File: src/rtl/game_pkg.sv
// Shared game types and default timing constants for the player freeze controllers.
// All cycle defaults assume a 100 MHz system clock.
package game_pkg;

  typedef enum logic [1:0] {
    ST_IDLE   = 2'b00,
    ST_FROZEN = 2'b01,
    ST_GRACE  = 2'b10
  } freeze_state_e;

  localparam int unsigned FREEZE_CYCLES_DEF = 300_000_000;
  localparam int unsigned GRACE_CYCLES_DEF  = 100_000_000;
  localparam int unsigned BLINK_DIV_DEF     = 5_000_000;
  localparam int unsigned CNT_W_DEF         = 29;

endpackage

File: src/rtl/blue_freeze_ctrl_rise_edge.sv
// 1-bit registered rising-edge detector with synchronous active-high reset.
// rise_c is combinational: level high now and low on the previous clock.
module rise_edge (
  input  logic clk,
  input  logic rst,
  input  logic level,
  output logic rise_c
);

  logic level_q;

  always_ff @(posedge clk) begin
    if (rst) level_q <= 1'b0;
    else     level_q <= level;
  end

  assign rise_c = level & ~level_q;

endmodule

File: src/rtl/blue_freeze_ctrl.sv
// Blue player freeze controller: IDLE -> FROZEN -> GRACE -> IDLE, gating movement requests.
// Optional sprite blink during GRACE is enabled by defining FREEZE_BLINK_EN.
module blue_freeze_ctrl
  import game_pkg::*;
#(
  parameter int unsigned FREEZE_CYCLES = FREEZE_CYCLES_DEF,
  parameter int unsigned GRACE_CYCLES  = GRACE_CYCLES_DEF,
  parameter int unsigned CNT_W         = CNT_W_DEF,
  parameter int unsigned BLINK_DIV     = BLINK_DIV_DEF
) (
  input  logic clk,
  input  logic rst,
  input  logic hit,
  input  logic req_left,
  input  logic req_right,
  input  logic req_jump,
  output logic mv_left,
  output logic mv_right,
  output logic mv_jump,
  output logic frozen,
  output logic immune,
  output logic blink
);

  // Elaboration-time parameter sanity checks
  if (FREEZE_CYCLES < 1 || GRACE_CYCLES < 1) begin : g_bad_cycles
    $error("blue_freeze_ctrl: FREEZE_CYCLES and GRACE_CYCLES must be >= 1");
  end
  if (longint'(FREEZE_CYCLES) > (longint'(1) << CNT_W) ||
      longint'(GRACE_CYCLES)  > (longint'(1) << CNT_W)) begin : g_bad_width
    $error("blue_freeze_ctrl: CNT_W too narrow for the cycle counts");
  end
  if (BLINK_DIV < 1) begin : g_bad_blink
    $error("blue_freeze_ctrl: BLINK_DIV must be >= 1");
  end

  logic          trigger_c;
  freeze_state_e state, state_n;
  logic [CNT_W-1:0] cnt, cnt_n;
  logic          frozen_n, immune_n, move_en_n;

  rise_edge u_hit_edge (
    .clk    (clk),
    .rst    (rst),
    .level  (hit),
    .rise_c (trigger_c)
  );

  // Next state, shared down-counter and next registered outputs
  always_comb begin
    state_n   = state;
    cnt_n     = cnt;
    frozen_n  = 1'b0;
    immune_n  = 1'b0;
    move_en_n = 1'b1;
    case (state)
      ST_IDLE: begin
        if (trigger_c) begin
          state_n = ST_FROZEN;
          cnt_n   = CNT_W'(FREEZE_CYCLES - 1);
        end
      end
      ST_FROZEN: begin
        if (cnt == '0) begin
          state_n = ST_GRACE;
          cnt_n   = CNT_W'(GRACE_CYCLES - 1);
        end else begin
          cnt_n = cnt - CNT_W'(1);
        end
      end
      ST_GRACE: begin
        if (cnt == '0) state_n = ST_IDLE;
        else           cnt_n   = cnt - CNT_W'(1);
      end
      default: begin
        state_n = ST_IDLE;
        cnt_n   = '0;
      end
    endcase
    frozen_n  = (state_n == ST_FROZEN);
    immune_n  = (state_n == ST_GRACE);
    move_en_n = (state_n != ST_FROZEN);
  end

  always_ff @(posedge clk) begin
    if (rst) begin
      state    <= ST_IDLE;
      cnt      <= '0;
      frozen   <= 1'b0;
      immune   <= 1'b0;
      mv_left  <= 1'b0;
      mv_right <= 1'b0;
      mv_jump  <= 1'b0;
    end else begin
      state    <= state_n;
      cnt      <= cnt_n;
      frozen   <= frozen_n;
      immune   <= immune_n;
      mv_left  <= req_left  & move_en_n;
      mv_right <= req_right & move_en_n;
      mv_jump  <= req_jump  & move_en_n;
    end
  end

`ifdef FREEZE_BLINK_EN
  localparam int unsigned DIV_W = (BLINK_DIV > 1) ? $clog2(BLINK_DIV) : 1;

  logic [DIV_W-1:0] div;

  // Blink starts low on GRACE entry and toggles every BLINK_DIV cycles
  always_ff @(posedge clk) begin
    if (rst) begin
      div   <= '0;
      blink <= 1'b1;
    end else if (state_n == ST_GRACE) begin
      if (state != ST_GRACE) begin
        div   <= '0;
        blink <= 1'b0;
      end else if (div == DIV_W'(BLINK_DIV - 1)) begin
        div   <= '0;
        blink <= ~blink;
      end else begin
        div <= div + DIV_W'(1);
      end
    end else begin
      div   <= '0;
      blink <= 1'b1;
    end
  end
`else
  assign blink = 1'b1;
`endif

endmodule

File: config.mk
export PLATFORM = sky130hd
export DESIGN_NAME = blue_freeze_ctrl
export DESIGN_NICKNAME = d
export VERILOG_FILES = /design/src/rtl/game_pkg.sv /design/src/rtl/blue_freeze_ctrl_rise_edge.sv /design/src/rtl/blue_freeze_ctrl.sv
export SDC_FILE = /design/constraint.sdc
export NUM_CORES = 1
export LEC_CHECK = 0
export ABC_AREA = 0
export CORE_MARGIN = 2
export CORE_UTILIZATION = 44
export CTS_CLUSTER_DIAMETER = 100
export DETAILED_ROUTE_END_ITERATION = 16
export GPL_TIMING_DRIVEN = 0
export HOLD_SLACK_MARGIN = 0.06
export PLACE_DENSITY = 0.65
export SETUP_SLACK_MARGIN = 0.15
export SLEW_MARGIN = 15
export SYNTH_ARGS = -nofsm -noshare
export SYNTH_HDL_FRONTEND = slang
export SYNTH_SLANG_ARGS = --single-unit
File: constraint.sdc
create_clock -name clk -period 3.5 [get_ports clk]
set_clock_uncertainty 0.2 [all_clocks]
set_input_delay 0.35 -clock clk [delete_from_list [all_inputs] [get_ports clk]]
set_output_delay 0.35 -clock clk [all_outputs]
set_load 0.01 [all_outputs]
Word-level counts from Yosys, hierarchy flattened
Index checks and enable logic that the tools add are counted.
Widths: inputs -> output; s select.
{ "totals": {"reg_bits": 37, "input_bits": 6, "output_inout_bits": 6, "wordCells": 32} }
{ "classes": {"add_sub_neg": 1, "eq_ne": 7, "mux": 8, "n_bitwise": 5, "n_reduce_logical": 3} }
{ "op_table": {"columns": ["op", "count"], "rows": [
  ["$mux 29", 3],
  ["$pmux 29 s3", 1],
  ["$logic_not 29->1", 1],
  ["$sub 29x1->29 const B", 1],
  ["$mux 2", 3],
  ["$pmux 2 s3", 1],
  ["$and 1x1->1", 4],
  ["$eq 2x1->1 const B", 2],
  ["$eq 2x2->1 const B", 2],
  ["$ne 2x2->1 const B", 2],
  ["$logic_not 2->1", 1],
  ["$ne 2x1->1 const B", 1],
  ["$reduce_and 2->1", 1],
  ["$not 1->1", 1]
]} }

Longest topological paths before layout
{ "logic_depth": {"word_depth": 6, "ltp_mapped": 9, "ltp_nobuf": 7} }

Hierarchy
A second synthesis with hierarchy kept.
{ "hier_totals": {"hier_cells": 253, "hier_area_um2": 2198.4} }
{ "by_module_without_submodules": {"columns": ["module", "instances", "cells_each", "area_each_um2", "seq_area_each_um2"], "rows": [
  ["blue_freeze_ctrl", 1, 250, 2150.8, 720.7],
  ["rise_edge", 1, 3, 47.5, 20.0]
]} }

Worst setup path before layout
No wires, ideal clock.
{ "synth_path": {"path_type": "register -> register", "startpoint": "register cnt[26]", "endpoint": "register cnt[24]", "setup_time_ps": 140, "arrival_ps": 2130, "required_ps": 3160, "slack_ps": 1030, "path_stages_with_launch": 7, "path_buffers": 1, "synth_period_minus_slack_ps": 2470, "path_cell_list": "dfxtp_1 > or4_4 > or4_4 > buf_6 > o31ai_2 > or2b_2 > o211ai_1"} }
{ "synth_via": {"elab_chain_cells": 3, "elab_cells_between_ends": 5, "classes_between": "eq/ne: 1; mux: 2; reduce/logical: 2"} }
{ "synth_lines": {"columns": ["element", "line", "text"], "rows": [
  ["start: declaration", "blue_freeze_ctrl.sv:39", "logic [CNT_W-1:0] cnt, cnt_n;"],
  ["start signal: assignment", "blue_freeze_ctrl.sv:96", "cnt <= cnt_n;"],
  ["$logic_not 29->1 *", "blue_freeze_ctrl.sv:64, blue_freeze_ctrl.sv:72", null],
  ["$mux 29 / $ne 2x2->1 (equally long branches)", null, null],
  ["$pmux 29 s3 / $reduce_and 2->1 (equally long branches)", null, null]
]} }
Every way passes the cells marked *; elsewhere a longest branch is shown, timed or not.
A chain may end at the register's enable or synchronous reset.

Worst setup path after layout
{ "layout_path": {"startpoint": "register cnt[1]", "endpoint": "register cnt[28]"} }
{ "layout_via": {"elab_chain_cells": 3, "elab_cells_between_ends": 7, "classes_between": "add/sub: 1; eq/ne: 1; mux: 3; reduce/logical: 2"} }
{ "layout_lines": {"columns": ["element", "line", "text"], "rows": [
  ["$sub 29x1->29 / $logic_not 29->1 (equally long branches)", null, null],
  ["$mux 29 (tied with other cells)", "blue_freeze_ctrl.sv:72", "if (cnt == '0) state_n = ST_IDLE;"],
  ["$pmux 29 s3 / $reduce_and 2->1 (equally long branches)", null, null]
]} }
Parallel ways exist; a longest one is shown, timed or not. The select of a mux whose other input is x is not followed.

==> run metrics <==
slowest CP cell=nor4b_1; Hold Violations, Final=0; Final setup viols=0; Num CTS Buffers=5; slew margin rel.=0.365; post-synthesis sequential area ratio=0.306; IO Pins=12; Synth Cell Area=2420 um^2; register area=741 um^2; proportion of synthesized area in mux cells=0.0331; largest family of logic cells by synthesized area=simple AND/OR/NAND/NOR gates; non-filler cells in the finished layout=389; worst hold path type=reg -> reg; Clk Tree Root Cell=clkbuf_8; worst path bufs/invs=1; Multi-input gate area=1550 um^2; peak supply drop=0.230 mV; fin crit share=0.893; setup bufs post-CTS=0; Synth Area in Compound Gates=0.270; Power Total=1130 uW; Fillers=541; required time of the critical path=3.50 ns; Longest Clk Path Bufs=2; post-synthesis xor/xnor area fraction=0.0145; crit path capture type=flop; Warnings, synthesis=0; Worst Setup Start Kind=flop; post_cts resized=0; Async S/R FF share, synth=0; FP Rows=27; Power Density=417 nW/um^2; Tot GR Track Use=0.253; Mapped Nets=308; Die Wd=78.2 um; Die Area=6110 um^2; Post-synth EDFFs=0; Die H=78.2 um; worst slew pin tran=0.939 ns; Layout Area Growth over Synthesis=11.4%; CP top delay family=simple AND/OR/NAND/NOR gates; H-Tree Level Count=2; Avg Vias per Cell=6.57; drt drc=0; WL/cell=19.4 um; largest net degree at the start of global routing=11; Distinct cells, synth=68; Fmax=0.320 GHz; Slew Limit Fails=0; share of post-route cells with drive strength above 1=0.0946; number of global-route vias before repair=2302; Synth Register Bits=37; Buffers on Ports=10; Clock transition at path regs=0.07 ns; Synth Area per Inst=8.07 um^2; core area=5410 um^2; final-stage net count=325; outcome=finished, final reports clean; Starting Density=0.448; GPL Wtd Cong=0.953; Static Leak=0.000901 uW; Max Cap Viol=0; Iter 0 DRT Violations=287; Syn Inst Count=300; Period minus WS final=3.13 ns; Arrival @ worst endpoint=3.13 ns; CTS tree=done; CTS sink count=37; clock latency on the worst-skew pair=0.29 ns; initial antenna violation count=0; DP HPWL=5.34 mm; first-pass GRT wire length=12.1 mm; grt ovf=0; RSZ-0062 raised after global routing=no; Initial DRT Pass Iterations=6; CP Cell Sequence=inv_1 > ha_1 > nor4b_1 > nand3_1 > nor4_1 > xnor2_1 > a221oi_2; Detail Route Antenna Nets=0; CP max FO=10; Synth Area in Adders=0.0103; Simple-Gate Fraction of Synth Area=0.312; Via Count=2554; ant diodes=0; ys flop type=dfxtp_1; Max stage delay on crit path=0.78 ns; setup TNS=0 ns; Detailed Route WL=7.54 mm; placed instance count=382; Crit Path Class=reg -> reg; hold buffer count at cts=0
==> per-layer routing <==
metal	global-route usage	share of wire	vias to the layer above
li1	-	-	1187
met1	0.356	0.44	1179
met2	0.402	0.45	154
met3	0.0356	0.087	34
met4	0.0789	0.029	0
met5	0	0	-
==> registers in the layout, summed over array words and instances, names as in the netlist <==
register / flops
mv_left: 1
mv_right: 1
frozen: 1
cnt: 29
state: 2
u_hit_edge.level_q: 1
immune: 1
mv_jump: 1
==> area by class of cell <==
class	count	share of cell area
clock buffer	7	0.0320
buffer	19	0.0362
sequential	37	0.274
timing repair buffer	10	0.0371
tap	72	0.0334
inverter	8	0.0111
multi-input combinational	236	0.576
==> worst min-delay path, stage by stage (launching register included) <==
cell	delay (ns)
dfxtp_1	0.32
nand3_1	0.06
o21ai_1	0.06
==> cell families (layout without fill, tap and decap cells) <==
group                    after synthesis  after routing
flip-flops                            37             37
AND/OR/NAND/NOR                      134            134
multiplexers                           8              8
adder cells (fa/ha/maj)                2              2
AO/OA/AOI/OAI                         87             87
buffers and inverters                 27             44
other                                  1              1
XOR/XNOR                               4              4
==> Yosys cell counts (all sizes together) (2+ instances only) <==
| master | number | share of area |
|---|---|---|
| a2111oi | 2 | 0.0072 |
| a211oi | 7 | 0.022 |
| a21o | 3 | 0.0093 |
| a21oi | 18 | 0.039 |
| a221oi | 3 | 0.013 |
| a22oi | 4 | 0.012 |
| a31oi | 6 | 0.015 |
| and2 | 7 | 0.018 |
| buf | 7 | 0.022 |
| clkbuf | 12 | 0.019 |
| dfxtp | 37 | 0.31 |
| ha | 2 | 0.010 |
| inv | 7 | 0.011 |
| mux2i | 8 | 0.033 |
| nand2 | 19 | 0.029 |
| nand2b | 5 | 0.013 |
| nand3 | 21 | 0.043 |
| nand3b | 6 | 0.019 |
| nand4 | 3 | 0.0077 |
| nor2 | 25 | 0.039 |
| nor2b | 3 | 0.0077 |
| nor3 | 10 | 0.021 |
| nor3b | 3 | 0.0093 |
| nor4 | 13 | 0.046 |
| o2111ai | 3 | 0.011 |
| o211ai | 6 | 0.019 |
| o21a | 2 | 0.0062 |
| o21ai | 10 | 0.027 |
| o221ai | 2 | 0.0072 |
| o22ai | 3 | 0.0077 |
| o311ai | 3 | 0.014 |
| o31a | 2 | 0.0072 |
| o32ai | 2 | 0.010 |
| or2 | 4 | 0.010 |
| or3 | 4 | 0.010 |
| or4 | 6 | 0.022 |
| xnor2 | 3 | 0.011 |
==> path summary, 6_finish.rpt <==
check                  startpoint                    to  slack (ns)  cells past startpoint
max           cnt[1]$_SDFFE_PP0P_  cnt[28]$_SDFFE_PP0P_        0.37                      7
min          cnt[17]$_SDFFE_PP0P_  cnt[17]$_SDFFE_PP0P_        0.29                      2
max reg2reg   cnt[1]$_SDFFE_PP0P_  cnt[28]$_SDFFE_PP0P_        0.37                      7
min reg2reg  cnt[17]$_SDFFE_PP0P_  cnt[17]$_SDFFE_PP0P_        0.29                      2
==> per-stage QoR <==
stage           util  worst slack [ns]  hold slack [ns]  area, um^2
6_report       0.499             0.375            0.287        2700
4_1_cts        0.499             0.499            0.289        2700
3_3_place_gp   0.483             0.539            0.257        2610
2_1_floorplan      -              1.03            0.240        2420
5_1_grt        0.499             0.233            0.308        2700
3_5_place_dp   0.483             0.548            0.279        2610
==> cell usage in the layout, fill, tap and decap left out, types with 3 or more instances in the layout <==
cell type and n:
dfxtp_1 37, nor2_1 25, nand3_1 21, nand2_1 19, a21oi_1 17, clkbuf_1 13, nor4_1 11, nor3_1 10
clkdlybuf4s50_1 10, mux2i_1 8, inv_1 7, o21ai_0 7, and2_1 7, a211oi_1 7, o211ai_1 6, nand3b_1 6
a31oi_1 6, clkbuf_8 6, nand2b_1 5, or4_1 4, or2_2 4, or3_1 4, a22oi_1 4, buf_2 3
nand4_1 3, o2111ai_1 3, a21o_1 3, nor2b_1 3, nor3b_1 3, xnor2_1 3, o22ai_1 3
==> power breakdown <==
| part | leakage [uW] | internal, uW | total [uW] | switching (uW) |
|---|---|---|---|---|
| Sequential | 0.000304 | 455 | 494 | 39.9 |
| Combinational | 0.000553 | 117 | 324 | 207 |
| Clock | 0.0000443 | 156 | 308 | 152 |
| Total | 0.000901 | 728 | 1130 | 398 |
Power figures use the tool's default switching activity.
